`config.mk`:
```
export PLATFORM = sky130hd
export DESIGN_NAME = mmio_address_router_flat
export DESIGN_NICKNAME = d
export VERILOG_FILES = /design/src/rtl/mmio_address_router.sv /design/src/rtl/mmio_address_router_if.sv /design/src/flat_wrapper.sv
export SDC_FILE = /design/constraint.sdc
export NUM_CORES = 1
export LEC_CHECK = 0
export ABC_AREA = 1
export CAP_MARGIN = 20
export CORE_AREA = 2 2 197 199
export DETAILED_ROUTE_END_ITERATION = 7
export DIE_AREA = 0 0 199 201
export PLACE_DENSITY = 0.6
export SYNTH_ARGS = -nofsm -noshare
export SYNTH_HDL_FRONTEND = slang
export SYNTH_SLANG_ARGS = --single-unit
```
`constraint.sdc`:
```
create_clock -name clk_i -period 4.7 [get_ports clk_i]
set_input_delay 0.94 -clock clk_i [delete_from_list [all_inputs] [get_ports clk_i]]
set_output_delay 0.94 -clock clk_i [all_outputs]
set_load 0.1 [all_outputs]
```
`src/rtl/mmio_address_router.sv`:
```
// SoC address map and a single-outstanding MMIO router that decodes
// master requests onto one of NETWORK_DEVICES slave ports.
package soc_parameters;
    parameter int NETWORK_DEVICES = 9;

    // Slave 6 overlaps the top half of slave 5; slave 5 wins there.
    parameter logic [31:0] LOW_SLAVE_ADDRESS [NETWORK_DEVICES] = '{
        32'h4000_0000, 32'h4000_1000, 32'h4000_2000,
        32'h4000_3000, 32'h4000_4000, 32'h4000_5000,
        32'h4000_5800, 32'h4000_7000, 32'h4000_8000
    };
    parameter logic [31:0] HIGH_SLAVE_ADDRESS [NETWORK_DEVICES] = '{
        32'h4000_0FFF, 32'h4000_1FFF, 32'h4000_2FFF,
        32'h4000_3FFF, 32'h4000_4FFF, 32'h4000_5FFF,
        32'h4000_6FFF, 32'h4000_7FFF, 32'h4000_8FFF
    };
endpackage

module mmio_address_router #(
    parameter int NETWORK_DEVICES = soc_parameters::NETWORK_DEVICES,
    parameter int TIMEOUT_CYCLES  = 1024
) (
    input  logic                              clk_i,
    input  logic                              rst_i,
    mmio_address_router_if.slave              bus,
    output logic [NETWORK_DEVICES-1:0]        slv_req_valid_o,
    input  logic [NETWORK_DEVICES-1:0]        slv_req_ready_i,
    output logic [31:0]                       slv_address_o,
    output logic                              slv_write_o,
    output logic [31:0]                       slv_data_o,
    output logic [3:0]                        slv_strobe_o,
    input  logic [NETWORK_DEVICES-1:0]        slv_rsp_valid_i,
    input  logic [NETWORK_DEVICES-1:0][31:0]  slv_rsp_data_i,
    input  logic [NETWORK_DEVICES-1:0]        slv_rsp_error_i
);
    localparam int SW = (NETWORK_DEVICES > 1) ? $clog2(NETWORK_DEVICES) : 1;
    localparam logic [15:0] TLAST = 16'(TIMEOUT_CYCLES - 1);

    localparam logic [1:0] OKAY   = 2'b00;
    localparam logic [1:0] SLVERR = 2'b10;
    localparam logic [1:0] DECERR = 2'b11;

    typedef enum logic [1:0] {
        IDLE,
        ISSUE,
        WAIT,
        RESPOND
    } state_e;

    state_e        state_q, state_d;
    logic [31:0]   addr_q, addr_d;
    logic          write_q, write_d;
    logic [31:0]   data_q, data_d;
    logic [3:0]    strobe_q, strobe_d;
    logic [SW-1:0] sel_q, sel_d;
    logic [15:0]   cnt_q, cnt_d;
    logic [31:0]   rsp_data_q, rsp_data_d;
    logic [1:0]    rsp_err_q, rsp_err_d;

    logic          dec_hit;
    logic [SW-1:0] dec_idx;
    logic          timed_out;

    // Scan downward so the lowest matching index is the last to assign.
    always_comb begin
        dec_hit = 1'b0;
        dec_idx = '0;
        for (int i = NETWORK_DEVICES - 1; i >= 0; i--) begin
            if (bus.req_address_i >= soc_parameters::LOW_SLAVE_ADDRESS[i] &&
                bus.req_address_i <= soc_parameters::HIGH_SLAVE_ADDRESS[i]) begin
                dec_hit = 1'b1;
                dec_idx = SW'(i);
            end
        end
    end

    // >= rather than == so a handshake on the limit cycle still leaves
    // the following WAIT bounded.
    assign timed_out = (cnt_q >= TLAST);

    always_comb begin
        state_d    = state_q;
        addr_d     = addr_q;
        write_d    = write_q;
        data_d     = data_q;
        strobe_d   = strobe_q;
        sel_d      = sel_q;
        cnt_d      = cnt_q;
        rsp_data_d = rsp_data_q;
        rsp_err_d  = rsp_err_q;
        unique case (state_q)
            IDLE: begin
                if (bus.req_valid_i) begin
                    addr_d     = bus.req_address_i;
                    write_d    = bus.req_write_i;
                    data_d     = bus.req_data_i;
                    strobe_d   = bus.req_strobe_i;
                    sel_d      = dec_idx;
                    cnt_d      = '0;
                    rsp_data_d = '0;
                    if (dec_hit && bus.req_address_i[1:0] == 2'b00) begin
                        rsp_err_d = OKAY;
                        state_d   = ISSUE;
                    end else begin
                        rsp_err_d = DECERR;
                        state_d   = RESPOND;
                    end
                end
            end
            ISSUE: begin
                cnt_d = cnt_q + 16'd1;
                if (slv_req_ready_i[sel_q]) begin
                    state_d = WAIT;
                end else if (timed_out) begin
                    rsp_err_d = SLVERR;
                    state_d   = RESPOND;
                end
            end
            WAIT: begin
                cnt_d = cnt_q + 16'd1;
                if (slv_rsp_valid_i[sel_q]) begin
                    rsp_data_d = slv_rsp_data_i[sel_q];
                    rsp_err_d  = slv_rsp_error_i[sel_q] ? SLVERR : OKAY;
                    state_d    = RESPOND;
                end else if (timed_out) begin
                    rsp_err_d = SLVERR;
                    state_d   = RESPOND;
                end
            end
            RESPOND: begin
                state_d = IDLE;
            end
            default: begin
                state_d = IDLE;
            end
        endcase
    end

    always_ff @(posedge clk_i or posedge rst_i) begin
        if (rst_i) begin
            state_q    <= IDLE;
            addr_q     <= '0;
            write_q    <= 1'b0;
            data_q     <= '0;
            strobe_q   <= '0;
            sel_q      <= '0;
            cnt_q      <= '0;
            rsp_data_q <= '0;
            rsp_err_q  <= '0;
        end else begin
            state_q    <= state_d;
            addr_q     <= addr_d;
            write_q    <= write_d;
            data_q     <= data_d;
            strobe_q   <= strobe_d;
            sel_q      <= sel_d;
            cnt_q      <= cnt_d;
            rsp_data_q <= rsp_data_d;
            rsp_err_q  <= rsp_err_d;
        end
    end

    always_comb begin
        slv_req_valid_o = '0;
        if (state_q == ISSUE) begin
            slv_req_valid_o[sel_q] = 1'b1;
        end
    end

    // IDLE is the reset state, so ready must also be masked by rst_i.
    assign bus.req_ready_o = (state_q == IDLE) && !rst_i;
    assign bus.rsp_valid_o = (state_q == RESPOND);
    assign bus.busy_o      = (state_q != IDLE);
    assign bus.rsp_data_o  = rsp_data_q;
    assign bus.rsp_error_o = rsp_err_q;

    assign slv_address_o = addr_q;
    assign slv_write_o   = write_q;
    assign slv_data_o    = data_q;
    assign slv_strobe_o  = strobe_q;
endmodule

```
`src/rtl/mmio_address_router_if.sv`:
```
// Master-side request/response bus of the MMIO address router.
// The slave modport is the router's view; master is the requester's.
interface mmio_address_router_if;
    logic        req_valid_i;
    logic        req_ready_o;
    logic [31:0] req_address_i;
    logic        req_write_i;
    logic [31:0] req_data_i;
    logic [3:0]  req_strobe_i;
    logic        rsp_valid_o;
    logic [31:0] rsp_data_o;
    logic [1:0]  rsp_error_o;
    logic        busy_o;

    modport master (
        output req_valid_i, req_address_i, req_write_i,
        output req_data_i, req_strobe_i,
        input  req_ready_o, rsp_valid_o, rsp_data_o,
        input  rsp_error_o, busy_o
    );

    modport slave (
        input  req_valid_i, req_address_i, req_write_i,
        input  req_data_i, req_strobe_i,
        output req_ready_o, rsp_valid_o, rsp_data_o,
        output rsp_error_o, busy_o
    );
endinterface

```
`src/flat_wrapper.sv`:
```
// flat-port wrapper written by rule: the top's interface ports become plain ports
module mmio_address_router_flat 
#(
    parameter int NETWORK_DEVICES = soc_parameters::NETWORK_DEVICES,
    parameter int TIMEOUT_CYCLES  = 1024
)
  (clk_i, rst_i, slv_req_valid_o, slv_req_ready_i, slv_address_o, slv_write_o, slv_data_o, slv_strobe_o, slv_rsp_valid_i, slv_rsp_data_i, slv_rsp_error_i, bus_req_valid_i, bus_req_address_i, bus_req_write_i, bus_req_data_i, bus_req_strobe_i, bus_req_ready_o, bus_rsp_valid_o, bus_rsp_data_o, bus_rsp_error_o, bus_busy_o);
  mmio_address_router_if bus_i ();
  input  logic clk_i;
  input  logic rst_i;
  output logic [NETWORK_DEVICES-1:0] slv_req_valid_o;
  input  logic [NETWORK_DEVICES-1:0] slv_req_ready_i;
  output logic [31:0] slv_address_o;
  output logic slv_write_o;
  output logic [31:0] slv_data_o;
  output logic [3:0] slv_strobe_o;
  input  logic [NETWORK_DEVICES-1:0] slv_rsp_valid_i;
  input  logic [NETWORK_DEVICES-1:0][31:0] slv_rsp_data_i;
  input  logic [NETWORK_DEVICES-1:0] slv_rsp_error_i;
  input wire logic [$bits(bus_i.req_valid_i)-1:0] bus_req_valid_i;
  input wire logic [$bits(bus_i.req_address_i)-1:0] bus_req_address_i;
  input wire logic [$bits(bus_i.req_write_i)-1:0] bus_req_write_i;
  input wire logic [$bits(bus_i.req_data_i)-1:0] bus_req_data_i;
  input wire logic [$bits(bus_i.req_strobe_i)-1:0] bus_req_strobe_i;
  output wire logic [$bits(bus_i.req_ready_o)-1:0] bus_req_ready_o;
  output wire logic [$bits(bus_i.rsp_valid_o)-1:0] bus_rsp_valid_o;
  output wire logic [$bits(bus_i.rsp_data_o)-1:0] bus_rsp_data_o;
  output wire logic [$bits(bus_i.rsp_error_o)-1:0] bus_rsp_error_o;
  output wire logic [$bits(bus_i.busy_o)-1:0] bus_busy_o;
  assign bus_i.req_valid_i = bus_req_valid_i;
  assign bus_i.req_address_i = bus_req_address_i;
  assign bus_i.req_write_i = bus_req_write_i;
  assign bus_i.req_data_i = bus_req_data_i;
  assign bus_i.req_strobe_i = bus_req_strobe_i;
  assign bus_req_ready_o = bus_i.req_ready_o;
  assign bus_rsp_valid_o = bus_i.rsp_valid_o;
  assign bus_rsp_data_o = bus_i.rsp_data_o;
  assign bus_rsp_error_o = bus_i.rsp_error_o;
  assign bus_busy_o = bus_i.busy_o;
  mmio_address_router #(.NETWORK_DEVICES(NETWORK_DEVICES), .TIMEOUT_CYCLES(TIMEOUT_CYCLES)) u_core (.clk_i(clk_i), .rst_i(rst_i), .bus(bus_i), .slv_req_valid_o(slv_req_valid_o), .slv_req_ready_i(slv_req_ready_i), .slv_address_o(slv_address_o), .slv_write_o(slv_write_o), .slv_data_o(slv_data_o), .slv_strobe_o(slv_strobe_o), .slv_rsp_valid_i(slv_rsp_valid_i), .slv_rsp_data_i(slv_rsp_data_i), .slv_rsp_error_i(slv_rsp_error_i));
endmodule
```
==> out/results.ini, run 1 <==
[place]
port_buffers=501
preCtsSetupSlack_ps=1435
last_weighted_congestion_value_of_the_routability_driven_placer=0.8898
place.detailed.hpwl_um=28430
placedInstanceArea_um2=13230

[worst_setup_path]
worstPathCellList=inv_1 > ha_1 > inv_1 > nor4_2 > clkdlybuf4s50_1
critPathLaunchType=flop
timing.setup.critical_path_class=flop to output port
cp_data_arrival_time_ps=2760
cpMaxStageDelayCell=sky130_fd_sc_hd__clkdlybuf4s50_1
critical_path.most_common_cell=sky130_fd_sc_hd__inv_1
cp_max_stage_delay_ps=1170
rrSetupSlack_ps=1910
required_ps=3760
r2r.worst_path.cells=12
crit_fanout=11
end_kind=output port

[worst_hold_path]
hold_depth=2
holdCritPathClass=flop to flop

[drt]
postRouteWirelength_um=37460
drt.antenna.violating_nets=0
post-route-drc-count=0
initialDrtViolationCount=510
viasPerCell=4.498
routed-via-count=9604
detail_route.wl_per_cell_um=17.54
router_iterations_before_antenna_repair=5

[logic_synthesis]
postSynthNetCount=1520
synth.yosys.seq_area_share=0.4059
ys_top_cells_by_count=489 x sky130_fd_sc_hd__nand2_1, 125 x sky130_fd_sc_hd__dfrtp_1, 87 x sky130_fd_sc_hd__inv_1
synth_top_cells_by_area=sky130_fd_sc_hd__dfrtp_1 41%, sky130_fd_sc_hd__nand2_1 24%, sky130_fd_sc_hd__a22oi_1 6.5%
syn-instance-count=1128
synthArstFlopShare=1.000
post_synth_instance_area_um2=7706
number_of_enable_flip_flop_cells_after_synthesis=0
netlist.top_cell.by_area=sky130_fd_sc_hd__dfrtp_1
netlist.area_leader.share=0.4059
number_of_synthesized_register_bits=125
synth_most_common_cell=sky130_fd_sc_hd__nand2_1
syn_area_per_cell_um2=6.832
synth-main-ff-cell=sky130_fd_sc_hd__dfrtp_1
post_synth_num_cell_types=35
yosys_warnings=0

[clock_tree]
hold_buffers=0
ctsLongestPathBuffers=2
clock_tree_from_tritoncts=built
root_buffer=sky130_fd_sc_hd__clkbuf_16
cts_buffers=17
htreeDepth=4
postCtsSetupBuffers=0
cts_repair_resize_count=0
clock_sink_count=125
clock_insertion_delay_worst_skew_ps=430
clk_transition_reported_paths_ps=60

[floorplan]
num_rows=72
die_height_um=201
floorplan.initialDensity=0.2022
io_pins=502
die_width_um=199
fp.dieArea_um2=40000
coreArea_um2=38110

[timing]
relSlewSlack=0.2942
grt_setup_unrepaired=no
setup_tns_ps=0
report.final.slew_viol_count=0
final.setup.worst_slack_ps=1003
tightest_slew_ps=1055
fin_crit_sh=0.7866
period_needed_ps=3697
achievable-frequency_ghz=0.2705
report.final.hold_viol_count=0
clock_skew_ps=10.39
setup_violations=0

[power_and_ir_drop]
power_per_cell_area_nw_per_um2=638.6
ir_drop_v=0.0005249
leakagePower_nw=5.912

[run]
maxCapViolCount=0

[global_route]
number_of_global_route_vias_before_repair=9440
grt_pass1_wl_um=54920
grt_antenna_before_repair=7
maximum_number_of_pins_on_one_net_before_global_route_repair=102
global_route_total_usage_across_every_layer=0.1809
grt_overflow=0

[layout]
design_area_um2=13840
num-nets-final=1990
utilization=0.3631
layout-drive-gt1-share=0.04097
layout-area-overhead-vs-synth_pct=79.56

[outcome]
run_status=complete, no violations

[cell families after synthesis]
kind of cell,count (synthesis),synth area share
xor gates and xnor gates,1,0.001137
AOI/OAI and AO/OA,216,0.1765
DFF,125,0.4059
buffers and inverters,155,0.07745
and+or+nand+nor,626,0.3309
adders and majority gates,5,0.008118
[through the flow]
step,hold slack [ps],cells,total power [mW]
2_1_floorplan,487.1,1128,5.908
3_3_place_gp,461.5,2096,7.522
3_5_place_dp,464.3,2096,7.556
4_1_cts,481.2,2128,8.923
5_1_grt,498.7,2135,9.269
6_report,477.3,2135,8.837
[path summary, 6_finish.rpt]
| check | startpoint | endpoint |
|---|---|---|
| min in group asynchronous | rst_i | u_core.slv_data_o[12] |
| worst max register to register | u_core.sel_q[0] | u_core.bus.rsp_error_o[1] |
| worst min register to register | u_core.slv_strobe_o[0] | u_core.slv_strobe_o[0] |
| worst max-delay path | u_core.state_q[1] | slv_req_valid_o[8] |
| worst min-delay path | u_core.slv_strobe_o[0] | u_core.slv_strobe_o[0] |
| max in group asynchronous | rst_i | u_core.slv_data_o[15] |
[cells in the final DEF, fill, tap and decap left out, types with 3 or more instances in the layout]
master	n
sky130_fd_sc_hd__clkdlybuf4s50_1	494
sky130_fd_sc_hd__nand2_1	488
sky130_fd_sc_hd__dfrtp_1	125
sky130_fd_sc_hd__inv_1	83
sky130_fd_sc_hd__a22oi_1	67
sky130_fd_sc_hd__o21ai_0	53
sky130_fd_sc_hd__nor2_1	47
sky130_fd_sc_hd__a21oi_1	46
sky130_fd_sc_hd__nand4_1	41
sky130_fd_sc_hd__o211ai_1	32
sky130_fd_sc_hd__nor3_1	21
sky130_fd_sc_hd__buf_4	21
sky130_fd_sc_hd__nand3_1	17
sky130_fd_sc_hd__clkbuf_16	17
sky130_fd_sc_hd__o22ai_1	8
sky130_fd_sc_hd__diode_2	6
sky130_fd_sc_hd__inv_6	6
sky130_fd_sc_hd__inv_2	5
sky130_fd_sc_hd__ha_1	4
sky130_fd_sc_hd__and3_1	3
sky130_fd_sc_hd__o21ai_1	3
sky130_fd_sc_hd__clkbuf_1	3
[where the power goes]
part	internal (mW)	leakage (nW)	switching, mW
combinational	1.36	4.02	4.35
sequential	1.53	1.62	0.267
clock	0.765	0.277	0.551
[worst max-delay path: cells and delay by family, from the launching register on]
family	cells	cell delay [ps]
DFF	1	410
and+or+nand+nor	1	250
buffers and inverters	3	1480
adders and majority gates	1	200
[cell type report]
class / count / area, µm²
well taps: 518 / 648.1
inverters: 90 / 342.8
diodes: 6 / 15.01
clock inverters: 10 / 103.9
multi-input cells: 848 / 4005
fillers: 4029 / 24270
clock buffers: 22 / 464.2
flip-flops and latches: 125 / 3128
repair buffers: 516 / 5130
[routing by layer]
| layer | GRT usage | share of wire | wire, µm |
|---|---|---|---|
| met1 | 0.2098 | 0.41 | 15330 |
| met2 | 0.3093 | 0.49 | 18200 |
| met3 | 0.06132 | 0.086 | 3235 |
| met4 | 0.06237 | 0.018 | 691 |
| met5 | 0 | 0 | 0 |
[state kept, by name, indices dropped and copies added, names as in the netlist]
signal                  count
u_core.slv_address_o       32
u_core.cnt_q               16
u_core.state_q              2
u_core.sel_q                4
u_core.slv_write_o          1
u_core.slv_strobe_o         4
u_core.bus.rsp_error_o      2
u_core.bus.rsp_data_o      32
u_core.slv_data_o          32
Power figures use the tool's default switching activity.
==> run 2: changes to the inputs <==
--- a/config.mk
+++ b/config.mk
@@ -10,7 +10,7 @@
 export CORE_AREA = 2 2 197 199
 export DETAILED_ROUTE_END_ITERATION = 7
 export DIE_AREA = 0 0 199 201
-export PLACE_DENSITY = 0.6
+export PLACE_DENSITY = 0.62
 export SYNTH_ARGS = -nofsm -noshare
 export SYNTH_HDL_FRONTEND = slang
 export SYNTH_SLANG_ARGS = --single-unit
==> constraint.sdc (replaced) <==
create_clock -name clk_i -period 3.2 [get_ports clk_i]
set_input_delay 0.64 -clock clk_i [delete_from_list [all_inputs] [get_ports clk_i]]
set_output_delay 0.64 -clock clk_i [all_outputs]
set_load 0.1 [all_outputs]
==> out/results.ini, run 2 (synthesis results as in run 1) <==
[timing]
report.final.slew_viol_count=0
setup_tns_ps=0
clock_skew_ps=12.47
grt_setup_unrepaired=no
setup_violations=0
tightest_slew_ps=878.3
achievable-frequency_ghz=0.3642
relSlewSlack=0.4145
period_needed_ps=2746
report.final.hold_viol_count=0
fin_crit_sh=0.8581

[floorplan]
coreArea_um2=38110
die_height_um=201
fp.dieArea_um2=40000
io_pins=502
num_rows=72
die_width_um=199
floorplan.initialDensity=0.2022

[power_and_ir_drop]
leakagePower_nw=6.149
sequential_share_of_power=0.207
ir_drop_v=0.0009940
post_route_total_power_mw=12.83
power_per_cell_area_nw_per_um2=931.7
pwr-share-clk=0.152
switchingPower_mw=7.624
power_frac_comb=0.641
p_sw_frac=0.5943
internal_power_mw=5.204

[clock_tree]
clock_sink_count=125
clk_transition_reported_paths_ps=60
cts_repair_resize_count=0
root_buffer=sky130_fd_sc_hd__clkbuf_16
htreeDepth=4
clock_tree_from_tritoncts=built
clock_insertion_delay_worst_skew_ps=430
hold_buffers=0
postCtsSetupBuffers=0
cts_buffers=17
ctsLongestPathBuffers=2

[drt]
post-route-drc-count=0
routed-via-count=9679
postRouteWirelength_um=37780
router_iterations_before_antenna_repair=5
viasPerCell=4.512
detail_route.wl_per_cell_um=17.61
drt.antenna.violating_nets=0
initialDrtViolationCount=441

[layout]
layout.cells.most_common_list=488 x sky130_fd_sc_hd__nand2_1, 386 x sky130_fd_sc_hd__clkdlybuf4s50_1, 129 x sky130_fd_sc_hd__buf_4
layout-drive-gt1-share=0.1173
multiInputGateArea_um2=4025
seqCellArea_um2=3128
design_area_um2=13770
fill_cells=4023
final_common_cell=sky130_fd_sc_hd__nand2_1
layout-area-overhead-vs-synth_pct=78.65
num-nets-final=1999

[worst_setup_path]
required_ps=2560
cp_data_arrival_time_ps=2110
critPathLaunchType=flop
end_kind=output port
rrSetupSlack_ps=660
crit_fanout=5
timing.setup.critical_path_class=flop to output port

[worst_hold_path]
holdCritPathClass=flop to flop

[global_route]
grt_overflow=0
grt_pass1_wl_um=55770
number_of_global_route_vias_before_repair=9692
global_route_total_usage_across_every_layer=0.1843
grt_antenna_before_repair=9
maximum_number_of_pins_on_one_net_before_global_route_repair=83

[run]
maxCapViolCount=0

[place]
port_buffers=501
place.detailed.hpwl_um=29660
last_weighted_congestion_value_of_the_routability_driven_placer=0.8894
placedInstanceArea_um2=13180

[outcome]
run_status=complete, no violations

-- run 2: changes by cell type in the layout (fill, tap and decap cells not counted), sizes merged --
cell / before / now
clkdlybuf4s50: 494 / 386
buf: 22 / 139
inv: 94 / 98
clkbuf: 22 / 17
clkinvlp: 1 / 2
diode: 6 / 7
-- run 2: power groups by stage --
stage / combinational (mW) / clock (mW) / sequential (mW)
2_1_floorplan: 1.72 / 0 / 6.97
3_3_place_gp: 8.23 / 0 / 2.64
3_5_place_dp: 8.27 / 0 / 2.65
4_1_cts: 8.27 / 2.02 / 2.66
5_1_grt: 8.65 / 2.10 / 2.74
6_report: 8.22 / 1.95 / 2.66
-- run 2: cell type report --
cell class | count | area share
multi-input cells | 848 | 0.2924
repair buffers | 525 | 0.3655
flip-flops and latches | 125 | 0.2272
well taps | 518 | 0.04708
diodes | 7 | 0.001272
clock buffers | 17 | 0.03090
inverters | 90 | 0.02481
clock inverters | 15 | 0.01082
-- run 2: worst paths after layout --
| path | cells after the start | to | startpoint |
|---|---|---|---|
| max reg2reg | 10 | u_core.cnt_q[13] | u_core.state_q[0] |
| min | 2 | u_core.slv_address_o[25] | u_core.slv_address_o[25] |
| min in group asynchronous | 2 | u_core.cnt_q[9] | rst_i |
| max in group asynchronous | 4 | u_core.bus.rsp_data_o[9] | rst_i |
| min reg2reg | 2 | u_core.slv_address_o[25] | u_core.slv_address_o[25] |
| max | 4 | slv_req_valid_o[3] | u_core.sel_q[2] |
-- run 2: per-stage QoR --
step	setup slack (ps)	utilization	hold WS, ps	cells
5_1_grt	329.1	0.3613	501.2	2145
3_3_place_gp	488.7	0.3457	463.9	2106
6_report	454.1	0.3613	482.9	2145
3_5_place_dp	320.2	0.3457	465.7	2106
4_1_cts	414.5	0.3608	485.9	2138
2_1_floorplan	-708.1	-	487.1	1128
-- run 2: layer usage --
layer | global-route usage | up-vias | wire [µm]
met5 | 0 | - | 27
met4 | 0.07249 | 4 | 1017
met3 | 0.05595 | 45 | 3405
met2 | 0.3206 | 443 | 18520
met1 | 0.2095 | 4495 | 14810
li1 | - | 4692 | -
-- run 2: critical path, cell delays in order, from the launching register on --
cell	delay, ps
sky130_fd_sc_hd__dfrtp_1	480
sky130_fd_sc_hd__nor2_1	430
sky130_fd_sc_hd__clkinv_1	300
sky130_fd_sc_hd__nor3_2	250
sky130_fd_sc_hd__buf_12	210
